**config.mk**
```make
export PLATFORM = sky130hd
export DESIGN_NAME = pipe_ctrl
export DESIGN_NICKNAME = d
export VERILOG_FILES = /design/src/rtl/pipe_pkg.sv /design/src/rtl/hazard_detect.sv /design/src/rtl/reg_16b.sv /design/src/rtl/pipe_ctrl.sv
export SDC_FILE = /design/constraint.sdc
export NUM_CORES = 1
export LEC_CHECK = 0
export ABC_AREA = 1
export BUFFER_PORTS_ARGS = -buffer_cell sky130_fd_sc_hd__buf_2
export CAP_MARGIN = 25
export CORE_MARGIN = 2
export CORE_UTILIZATION = 33
export DETAILED_ROUTE_END_ITERATION = 10
export PLACE_DENSITY = 0.75
export SLEW_MARGIN = 0
export SYNTH_ARGS = -nofsm -noshare
export SYNTH_HDL_FRONTEND = slang
export SYNTH_SLANG_ARGS = --single-unit
```
**constraint.sdc**
```tcl
create_clock -name clk -period 1 [get_ports clk]
set_input_delay 0.1 -clock clk [delete_from_list [all_inputs] [get_ports clk]]
set_output_delay 0.1 -clock clk [all_outputs]
set_load 0.1 [all_outputs]
```
**src/rtl/pipe_pkg.sv**
```systemverilog
// rtl/pipe_pkg.sv - shared state encodings and widths for the pipeline-control block
package pipe_pkg;

    localparam int REG_ID_W = 3;

    typedef enum logic {
        IDLE = 1'b0,
        BUSY = 1'b1
    } dmem_state_e;

    typedef enum logic [1:0] {
        RUN    = 2'd0,
        DRAIN  = 2'd1,
        HALTED = 2'd2
    } halt_state_e;

endpackage

```
**src/rtl/hazard_detect.sv**
```systemverilog
// rtl/hazard_detect.sv - load-use compare between the EX load destination and the ID sources
module hazard_detect #(
    parameter int REG_ID_W = 3
) (
    input  logic [REG_ID_W-1:0] if_id_Rs,
    input  logic [REG_ID_W-1:0] if_id_Rt,
    input  logic                if_id_useRs,
    input  logic                if_id_useRt,
    input  logic                id_ex_MemRead,
    input  logic                id_ex_RegWrite,
    input  logic [REG_ID_W-1:0] id_ex_writeRegSel,
    output logic                ld_use
);

    logic rs_hit;
    logic rt_hit;

    always_comb begin
        rs_hit = if_id_useRs && (id_ex_writeRegSel == if_id_Rs);
        rt_hit = if_id_useRt && (id_ex_writeRegSel == if_id_Rt);
        ld_use = id_ex_MemRead && id_ex_RegWrite && (rs_hit || rt_hit);
    end

endmodule

```
**src/rtl/reg_16b.sv**
```systemverilog
// rtl/reg_16b.sv - generic enabled register with synchronous active-high clear to zero
module reg_16b #(
    parameter int REG_SIZE = 16
) (
    input  logic                clk,
    input  logic                rst,
    input  logic                write_en,
    input  logic [REG_SIZE-1:0] data_in,
    output logic [REG_SIZE-1:0] data_out
);

    always_ff @(posedge clk) begin
        if (rst) begin
            data_out <= '0;
        end else if (write_en) begin
            data_out <= data_in;
        end
    end

endmodule

```
**src/rtl/pipe_ctrl.sv**
```systemverilog
// rtl/pipe_ctrl.sv - pipeline stall/flush/halt control; STALL_CNT_EN adds stall counters
module pipe_ctrl #(
    parameter int REG_ID_W = pipe_pkg::REG_ID_W,
    parameter int CNT_W    = 16
) (
    input  logic                clk,
    input  logic                rst,
    input  logic [REG_ID_W-1:0] if_id_Rs,
    input  logic [REG_ID_W-1:0] if_id_Rt,
    input  logic                if_id_useRs,
    input  logic                if_id_useRt,
    input  logic                id_Halt,
    input  logic                id_ex_MemRead,
    input  logic                id_ex_RegWrite,
    input  logic [REG_ID_W-1:0] id_ex_writeRegSel,
    input  logic                ex_Taken,
    input  logic                ex_mem_MemRead,
    input  logic                ex_mem_MemWrite,
    input  logic                mem_Done,
    input  logic                mem_wb_Halt,
    output logic                PCStall,
    output logic                IFIDStall,
    output logic                FlushIFID,
    output logic                Flush,
    output logic                DMemStall,
    output logic                halt_done,
    output logic [CNT_W-1:0]    ld_use_cnt,
    output logic [CNT_W-1:0]    dmem_stall_cnt
);

    import pipe_pkg::*;

    dmem_state_e dstate_q;
    dmem_state_e dstate_d;
    halt_state_e hstate_q;
    halt_state_e hstate_d;
    logic        dstate_raw;
    logic [1:0]  hstate_raw;
    logic        ld_use;
    logic        mem_req;
    logic        ld_stall;

    hazard_detect #(
        .REG_ID_W(REG_ID_W)
    ) u_hazard_detect (
        .if_id_Rs          (if_id_Rs),
        .if_id_Rt          (if_id_Rt),
        .if_id_useRs       (if_id_useRs),
        .if_id_useRt       (if_id_useRt),
        .id_ex_MemRead     (id_ex_MemRead),
        .id_ex_RegWrite    (id_ex_RegWrite),
        .id_ex_writeRegSel (id_ex_writeRegSel),
        .ld_use            (ld_use)
    );

    reg_16b #(
        .REG_SIZE(1)
    ) u_dstate_reg (
        .clk      (clk),
        .rst      (rst),
        .write_en (1'b1),
        .data_in  (dstate_d),
        .data_out (dstate_raw)
    );

    reg_16b #(
        .REG_SIZE(2)
    ) u_hstate_reg (
        .clk      (clk),
        .rst      (rst),
        .write_en (1'b1),
        .data_in  (hstate_d),
        .data_out (hstate_raw)
    );

    assign dstate_q = dmem_state_e'(dstate_raw);
    assign hstate_q = halt_state_e'(hstate_raw);

    always_comb begin
        dstate_d  = dstate_q;
        hstate_d  = hstate_q;
        DMemStall = 1'b0;
        mem_req   = ex_mem_MemRead || ex_mem_MemWrite;

        case (dstate_q)
            IDLE: begin
                DMemStall = mem_req && !mem_Done;
                if (mem_req && !mem_Done) begin
                    dstate_d = BUSY;
                end
            end
            BUSY: begin
                DMemStall = !mem_Done;
                if (mem_Done) begin
                    dstate_d = IDLE;
                end
            end
            default: dstate_d = IDLE;
        endcase

        // A HALT seen under a taken branch is wrong-path; ex_Taken is ignored once draining.
        case (hstate_q)
            RUN: begin
                if (id_Halt && !ex_Taken && !DMemStall) begin
                    hstate_d = DRAIN;
                end
            end
            DRAIN: begin
                if (mem_wb_Halt && !DMemStall) begin
                    hstate_d = HALTED;
                end
            end
            HALTED:  hstate_d = HALTED;
            default: hstate_d = RUN;
        endcase

        ld_stall  = ld_use && !ex_Taken;
        FlushIFID = ex_Taken;
        Flush     = ex_Taken || ld_use;
        IFIDStall = ld_stall || DMemStall;
        PCStall   = ld_stall || DMemStall || (hstate_q != RUN);
        halt_done = (hstate_q == HALTED);
    end

`ifdef STALL_CNT_EN
    logic [CNT_W-1:0] ld_use_cnt_d;
    logic [CNT_W-1:0] ld_use_cnt_q;
    logic [CNT_W-1:0] dmem_stall_cnt_d;
    logic [CNT_W-1:0] dmem_stall_cnt_q;
    logic             cnt_en;

    // Counters saturate rather than wrap so a long run never reads back as small.
    always_comb begin
        cnt_en           = (hstate_q != HALTED);
        ld_use_cnt_d     = ld_use_cnt_q;
        dmem_stall_cnt_d = dmem_stall_cnt_q;
        if (ld_stall && !DMemStall && (ld_use_cnt_q != {CNT_W{1'b1}})) begin
            ld_use_cnt_d = ld_use_cnt_q + 1'b1;
        end
        if (DMemStall && (dmem_stall_cnt_q != {CNT_W{1'b1}})) begin
            dmem_stall_cnt_d = dmem_stall_cnt_q + 1'b1;
        end
    end

    reg_16b #(
        .REG_SIZE(CNT_W)
    ) u_ld_use_cnt_reg (
        .clk      (clk),
        .rst      (rst),
        .write_en (cnt_en),
        .data_in  (ld_use_cnt_d),
        .data_out (ld_use_cnt_q)
    );

    reg_16b #(
        .REG_SIZE(CNT_W)
    ) u_dmem_stall_cnt_reg (
        .clk      (clk),
        .rst      (rst),
        .write_en (cnt_en),
        .data_in  (dmem_stall_cnt_d),
        .data_out (dmem_stall_cnt_q)
    );

    assign ld_use_cnt     = ld_use_cnt_q;
    assign dmem_stall_cnt = dmem_stall_cnt_q;
`else
    assign ld_use_cnt     = '0;
    assign dmem_stall_cnt = '0;
`endif

endmodule

```
# Word-level counts from Yosys, hierarchy flattened
# Index checks and enable logic that the tools add are counted.
[totals]
reg_bits = 3
out_inout_bits = 38
elab_cells = 36
[classes]
eq_ne = 6
muxes = 7
n_bitwise = 1
n_reduce_logical = 20
[op_table]
columns = ["op", "count"]
rows = [
  ["$logic_and A1 B1 Y1", 9],
  ["$eq A3 B3 Y1", 2],
  ["$pmux W2 S3", 1],
  ["$logic_or A1 B1 Y1", 5],
  ["$mux W2", 2],
  ["$ne A2 B2 Y1 const B", 2],
  ["$pmux W1 S2", 2],
  ["$logic_not A1 Y1", 3],
  ["$eq A2 B1 Y1 const B", 1],
  ["$eq A2 B2 Y1 const B", 1],
  ["$logic_not A2 Y1", 1],
  ["$mux W1", 2],
  ["$reduce_and A2 Y1", 1],
  ["$reduce_bool A2 Y1", 1],
  ["$not A1 Y1", 1],
]

# Depth between registers and ports, before layout
# Gate-level depths: netlist of run 1.
[depth]
word_depth = 7
ltp_mapped = 8
depth_no_buf = 8

# Hierarchy
# A second synthesis of run 1 with hierarchy kept.
[hier_totals]
hier_cells = 108
area_unflattened_um2 = 638.1
[modules_own_cells]
columns = ["mod", "instances", "cells_each", "area_per_inst_um2"]
rows = [
  ["pipe_ctrl", 1, 55, 377.9],
  ["hazard_detect", 1, 33, 133.9],
  ["reg_16b at u_hstate_reg", 1, 13, 81.3],
  ["reg_16b at u_dstate_reg", 1, 7, 45.0],
]

# Worst setup path after synthesis of run 1
# OpenSTA, ideal clock, no wires.
[synth_path]
path_type = "register to output"
from = "reg u_hstate_reg.data_out[0]"
to = "out PCStall"
arrival_time_ns = 1.363
required_ns = 0.900
path_slack_ns = -0.463
stages_incl_launch_ff = 4
path_buffers = 0
cell_sequence = "dfxtp_1 > inv_1 > ha_1 > nand3_1"
[synth_via]
elab_chain_cells = 2
[synth_rtl]
columns = ["element", "line_no", "source"]
rows = [
  ["start: declaration", "reg_16b.sv:9", "output logic [REG_SIZE-1:0] data_out"],
  ["start signal: assignment", "reg_16b.sv:16", "data_out <= data_in;"],
  ["$reduce_bool A2 Y1", "pipe_ctrl.sv:121", "PCStall = ld_stall || DMemStall || (hstate_q != RUN);"],
  ["$logic_or A1 B1 Y1", "pipe_ctrl.sv:121", ""],
  ["end: declaration", "pipe_ctrl.sv:21", "output logic PCStall,"],
]
# Every way passes these cells.

# Final worst setup path of run 1
[layout_path]
from = "reg u_hstate_reg.data_out[0]"
to = "out halt_done"
[layout_via]
elab_chain_cells = 1
[layout_rtl]
columns = ["element", "line_no", "source"]
rows = [
  ["$eq A2 B2 Y1", "pipe_ctrl.sv:122", "halt_done = (hstate_q == HALTED);"],
  ["end: declaration", "pipe_ctrl.sv:26", "output logic halt_done,"],
]
# Every way passes these cells.

==> impl_summary.md, run 1 <==
Outcome
The flow ran to the end, but the final reports show violations. The final reports fail on setup timing.

Floorplanning
The height of the chip is 48.2 microns. The initial core utilization is a little over a third. The core footprint is ~0.0018 sq mm. From left edge to right edge, the die measures 48.2 microns.

The area enclosed by the die boundary is around 0.0023 sq mm. The number of top-level design ports is 59. The floorplan has 15 rows.

Worst setup path
The worst setup path is of the reg -> out kind. The setup slack of the worst register-to-register path is -50 ps. The kind of launch point of the worst setup path is a flip-flop. The arrival time at the worst endpoint is 1060 ps.

STA puts the critical path data required time at 900 ps. The critical-path maximum fanout is 3. The endpoint class of the critical path is an output pin.

Drt
The routed wire length is 1250 microns. Once detail routing completed, the nets flagged for antenna violations numbered 0. The count of vias placed by the detailed router is 613. Dividing the detail-routed wire length by the instance count gives 7.49 microns. After detailed routing, the number of remaining DRC violations is 0. The detailed router finished its first iteration with 6 violations. The first TritonRoute pass finished after 2 iterations.

The ratio of routed vias to standard cells is 3.67.

Logic synthesis
The combined area of all synthesized cells is approximately 650 sq um. The synthesized area divided by synthesized cell count is ~6 sq um. The sequential share of the synthesized area is 9.30%. The count of unique library cells instantiated by Yosys is 12.

The post-synthesis sequential element count is 3. Synthesis handed over a netlist of 108 instances. The Yosys warning count is 0.

Clock network
Clock latency on the worst-skew pair, taken at its later pin, is approximately 240 ps. CTS built an H-tree with a depth of 1. Buffers inserted to repair hold after CTS numbered 0. TritonCTS built the clock tree. In this run the deepest clock path goes through 2 buffers. The clock net in this run drives a total of 3 sinks. The clock input transition at the sequential cells of the worst setup and hold paths is 30 ps. The cell at the root of the clock tree is clkbuf_4.

The total CTS buffers is 3.

Place
The quantity of I/O buffers inserted on ports is 26. OpenSTA, run right after detailed placement, puts the worst setup slack at -68.7 ps. Routability-driven placement finished with a final weighted congestion of approximately 0.67. The number of placed cells counting well taps is about 160. Once detailed placement completed, the half-perimeter wirelength came to 1070 microns.

Layout
From synthesis to final layout, the design area changed by 45.5%. The finished layout holds 167 standard cells, fillers aside. Cells with a size suffix above 1 make up 45.1% of the layout.

Once layout is complete, the utilization of the core stands at 52.7%. The total of fill cells in the finished design is 180. The area of combinational cells with multiple inputs is 465 sq um. The total inserted antenna cells is 0. The sequential standard cell area is 63.8 sq um. The final net count is 168.

GRT
The initial antenna violation count is 0. The number of global-route vias before repair is 523. The residual overflow from global routing is 0. The total routing resource utilization after global routing is a little under an eighth. The first global-routing pass estimated 1880 microns of wire. Entering global routing, the biggest net connects 7 pins.

STA
The final number of setup-violating endpoints is 6. The worst setup slack after layout is -156 ps. Setup repair after global routing could not meet its margin everywhere. The max-slew violation count is 0. After layout, the worst path uses 116% of the clock period. The largest clock skew in the final design is 0.810 ps.

The number of hold violations in the final report is 0. The maximum achievable frequency is ~0.87 GHz. The smallest clock period supported by the final layout is computed as 1160 ps.

Hold path
The class of the tightest hold or removal check is in -> reg.

Pwr
VDD sags by at most 0.00119 V. The ratio of total power to cell area is between 2000 and 2500 mW/mm^2. In this run the static leakage power is 0.566 nW. The design draws 2.10 mW.

Run
The count of maximum capacitance violations is 0.
[per-stage QoR]
step	setup TNS, ps	cell area (sq um)	hold WS, ps
6_report	-649	940	32.3
5_1_grt	-1030	940	31.2
4_1_cts	-638	907	29.6
3_5_place_dp	-175	807	289
3_3_place_gp	-73.0	807	280
2_1_floorplan	-219	788	172
[metal layers]
layer  wire (microns)  GRT usage (%)
met2              744           23.9
met4               15           4.86
met5                0              0
met1              373           10.2
met3              118           4.44
[flip-flops by register name, indices dropped and copies added, names as in the netlist]
register               flops
u_dstate_reg.data_out      1
u_hstate_reg.data_out      2
[critical path: stages, from the launching register on]
cell and delay, ps:
dfxtp_2 350, inv_4 50, buf_6 110, ha_4 150, buf_12 160
[cells in the mapped netlist]
| library cell | instances | area share (%) |
|---|---|---|
| ha_1 | 4 | 7.8 |
| nand3_1 | 3 | 2.3 |
| nor2_1 | 13 | 7.6 |
| a21oi_1 | 2 | 1.6 |
| inv_1 | 19 | 11 |
| nand2_1 | 23 | 13 |
| buf_4 | 33 | 38 |
| dfxtp_1 | 3 | 9.3 |
| nand2_4 | 1 | 1.7 |
| conb_1 | 1 | 0.58 |
| nand2_2 | 5 | 4.8 |
| nand3_2 | 1 | 1.6 |
[report_power, final]
part / switching (mW) / internal [mW] / leakage (nW)
clock: 0.0675 / 0.150 / 0.0150
combinational: 1.19 / 0.504 / 0.525
sequential: 0.0264 / 0.159 / 0.0258
[cells by family (layout without fill, tap and decap cells)]
group                    Yosys count  in the layout  synth area share, %
AO/OA/AOI/OAI                      2              2                 1.55
other                              1             32                0.581
buffers and inverters             52             55                 49.4
AND/OR/NAND/NOR                   46             46                 31.4
flip-flops                         3              3                 9.30
adder cells (fa/ha/maj)            4              4                 7.75
[cells in the final DEF, fill, tap and decap left out]
master | synthesis | layout
inv_2 | 0 | 2
ha_4 | 0 | 2
nand2_2 | 5 | 6
nor2_2 | 0 | 2
nand2_4 | 1 | 4
nand2_1 | 23 | 19
inv_4 | 0 | 1
dfxtp_2 | 0 | 3
inv_1 | 19 | 15
clkbuf_4 | 0 | 3
a21oi_2 | 0 | 2
conb_1 | 1 | 32
buf_2 | 0 | 19
buf_12 | 0 | 6
clkinvlp_4 | 0 | 1
buf_4 | 33 | 5
clkbuf_1 | 0 | 1
ha_2 | 0 | 2
buf_6 | 0 | 2
nand3_2 | 1 | 4
nor2_1 | 13 | 11
[path summary, 6_finish.rpt]
check                                start                  endpoint  cells past startpoint
hold / removal                         rst     u_dstate_reg.data_out                      2
setup / recovery  u_hstate_reg.data_out[0]                 halt_done                      4
setup reg to reg  u_hstate_reg.data_out[0]  u_hstate_reg.data_out[1]                      5
hold reg to reg      u_dstate_reg.data_out     u_dstate_reg.data_out                      4
[timing repair]
item,4_1_cts,5_1_grt
endpoints found under the setup margin,6,7
pin swaps,3,3
hold endpoints to repair,0,0
gates resized for setup,15,10
setup buffers,4,0
[area by class of cell]
| class | count | share of cell area, % |
|---|---|---|
| multi-input cells | 84 | 49.5 |
| inverters | 19 | 8.26 |
| repair buffers | 32 | 29.3 |
| well taps | 25 | 3.33 |
| flip-flops and latches | 3 | 6.79 |
| clock buffers | 4 | 2.80 |
Note: power is estimated with default switching activity, not from simulation.
==> run 2, diff against run 1 <==
CORE_UTILIZATION = 30   (was 33)
PLACE_DENSITY = 0.7   (was 0.75)
==> run 2 against run 1 <==
Effect of this change: the flow still finishes with violations (setup timing); critical path depth unchanged; die area increased by 9.2%; wire length increased by 13%; combinational power increased by 6%; sequential share of layout area decreased by 0.42 points; largest cell class unchanged; via count decreased by 0.82%; global-route usage decreased by 2.1 points; final cell count increased by 2.4%.
==> impl_summary.md, run 2 (synthesis gave the netlist of run 1 again) <==
Layout
The total of fill cells in the finished design is 213. Summing all non-filler instances in the final layout gives an area of 0.00100 sq mm. In the final layout, the share of cells above drive strength 1 is 48.6%. The most common cell after layout, fill and taps aside is conb_1. From synthesis to final layout, the design area changed by 55.0%. The largest registers in the layout are u_hstate_reg.data_out (2), u_dstate_reg.data_out (1).

The flip-flop count of the largest register after layout is 2. The register with the most flip-flops is u_hstate_reg.data_out. The total inserted antenna cells is 0.

Leaving out fill and tap cells, the most frequent cells in the layout are 32 x conb_1, 18 x nand2_1, 16 x buf_2, 11 x inv_1, 11 x nor2_1. For this run, the post-layout net count is 170.

Floorplanning
The core footprint is between 0.002 and 0.0025 sq mm. The number of core rows is 16. The die covers 0.00254 sq mm. The die is 50.4 microns tall.

The number of top-level design ports is 59. The initial core utilization is 32.2%. The die width is 50.4 microns.

Worst setup path
On the worst path, the slowest cell contributes a delay of 310 ps. The endpoint class of the critical path is an output pin. For this design, the slowest cell found on the critical path is dfxtp_2.

The critical path in this run is classified as reg -> out. The critical-path maximum fanout is 3. The setup slack of the worst register-to-register path is -70 ps. The arrival time at the worst endpoint is ~1100 ps.

STA puts the critical path data required time at 900 ps. In this run the critical register-to-register path is launched from u_hstate_reg.data_out[0]. The critical path contains buffers and inverters numbering 2 combined. The kind of launch point of the worst setup path is a flip-flop. The signal on the critical path passes through inv_2, ha_4, nand3_2, buf_12. For the worst flop-to-flop path, the logic depth is 7. The critical path runs through a total of 4 cells.

Grouping stages by cell kind, the critical path spends the most delay in flip-flops. In this run the critical register-to-register path is captured at u_hstate_reg.data_out[0].

STA
The max-slew violation count is 0. The maximum achievable frequency is 0.869 GHz. The worst setup slack after layout is -150 ps. After layout, the worst path uses 115% of the clock period. Setup repair after global routing could not meet its margin everywhere. Setup violations remaining at the end of the flow were counted as 6.

The largest clock skew in the final design is 0.730 ps. The number of hold violations in the final report came to 0. The final critical delay including setup and external delays is 1150 ps.

Drt
The ratio of routed vias to standard cells is approximately 3.6. The DRC violation total after the first TritonRoute iteration is 4. The DRC violations left is 0. Wires add up to around 1400 microns.

Dividing the detail-routed wire length by the instance count gives roughly 8.3 microns. The first-pass iteration count of the detailed router is 4. The remaining antenna violation count after routing is 0.

The count of vias placed by the detailed router is ~610.

Place
At the end of routability-driven placement, the weighted congestion stood at between 0.7 and 0.8. Once detailed placement completed, the half-perimeter wirelength came to 1050 microns. After detailed placement, the total cell area comes to 817 sq um. The quantity of I/O buffers inserted on ports is 26.

Clock network
Clock-pin slew was measured on the worst setup and hold paths at 40 ps. Clock latency on the worst-skew pair, taken at its later pin, is 240 ps. Clock tree synthesis selected as its root buffer the cell clkbuf_4.

The number of clock sinks is 3. In this run the number of H-tree levels came out at 1. The clock tree from TritonCTS is done. The hold buffer count at cts is 0. The number of buffers on the longest clock path is 2.

The number of clock buffers added by TritonCTS is 3.

Pwr
Summed over all cells, the static leakage comes to slightly below 0.6 nW. The total power after layout is about 2.2 mW. The worst-case IR drop observed on VDD is around 0.0012 V. Dividing total power by cell area gives a power density of 2190 mW/mm^2.

Outcome
The checks that failed: setup timing. The flow ran to the end, but the final reports show violations.

GRT
The first global-routing pass estimated 1870 microns of wire. Entering global routing, the biggest net connects 6 pins. The number of global-route vias before repair is 472. The residual overflow from global routing is 0. After global routing, the most crowded layer is met2. In the global route stage, met1 resource usage came out at 9.37%.

The total routing resource utilization after global routing is between 9 and 10%. The met2 demand-to-capacity share in global routing is 20.6%. For met3 alone, demand over resource in global routing was 2.68%. The initial antenna violation count was 0.

Hold path
The worst hold path endpoint is u_dstate_reg.data_out. The class of the tightest hold or removal check is in -> reg. The worst hold path was traced through 2 stages. The hold path startpoint is rst.

Run
Across the run, the number of max-cap violations was 0.
## run 2: per-layer routing
| layer | part of all wire, % | routed length, microns | vias to the layer above |
|---|---|---|---|
| met5 | 0 | 0 | - |
| met4 | 0 | 0 | 0 |
| met3 | 7.0 | 99 | 0 |
| met2 | 58 | 816 | 28 |
| met1 | 35 | 498 | 260 |
| li1 | - | - | 320 |
## run 2: final cells by class
cell class	instances	area (sq um)	area share, %
Clock buffer	4	26.3	2.63
Inverter	19	75.1	7.50
Multi-Input combinational cell	84	485	48.5
Sequential cell	3	63.8	6.38
Tap cell	27	33.8	3.38
Timing Repair Buffer	34	317	31.6
## run 2: through the flow
stage | TNS, ps | hold slack, ps | setup WS, ps | cells | util (%)
2_1_floorplan | -219 | 172 | -197 | 139 | -
3_3_place_gp | -101 | 274 | -29.1 | 162 | 40.8
3_5_place_dp | -182 | 281 | -63.3 | 162 | 40.8
4_1_cts | -751 | 30.5 | -168 | 171 | 47.5
5_1_grt | -968 | 34.3 | -176 | 171 | 50.0
6_report | -640 | 31.6 | -150 | 171 | 50.0
## run 2: timing repair
item,in CTS,in global routing
pin swaps,10,17
resized for setup,18,20
setup buffers,5,0
setup endpoints to repair,7,7
## run 2: power breakdown
| group | switching [mW] | internal (mW) |
|---|---|---|
| clock network | 0.0666 | 0.150 |
| logic | 1.23 | 0.562 |
| registers | 0.0182 | 0.159 |
| total | 1.32 | 0.871 |
## run 2: how the worst max path moves through the flow
stage | start | end
final | u_hstate_reg.data_out[0] | PCStall
after global routing | u_dstate_reg.data_out | DMemStall
after CTS | u_hstate_reg.data_out[0] | PCStall
after detailed placement | id_ex_writeRegSel[2] | PCStall
after global placement | id_ex_writeRegSel[2] | PCStall
after floorplan | u_hstate_reg.data_out[0] | PCStall
## run 2: worst register-to-register path, delay by kind of cell (launching register included)
kind / cells / cell delay (ps)
buf+inv: 2 / 240
simple gates: 4 / 250
fa+ha+maj: 1 / 150
flops: 1 / 310
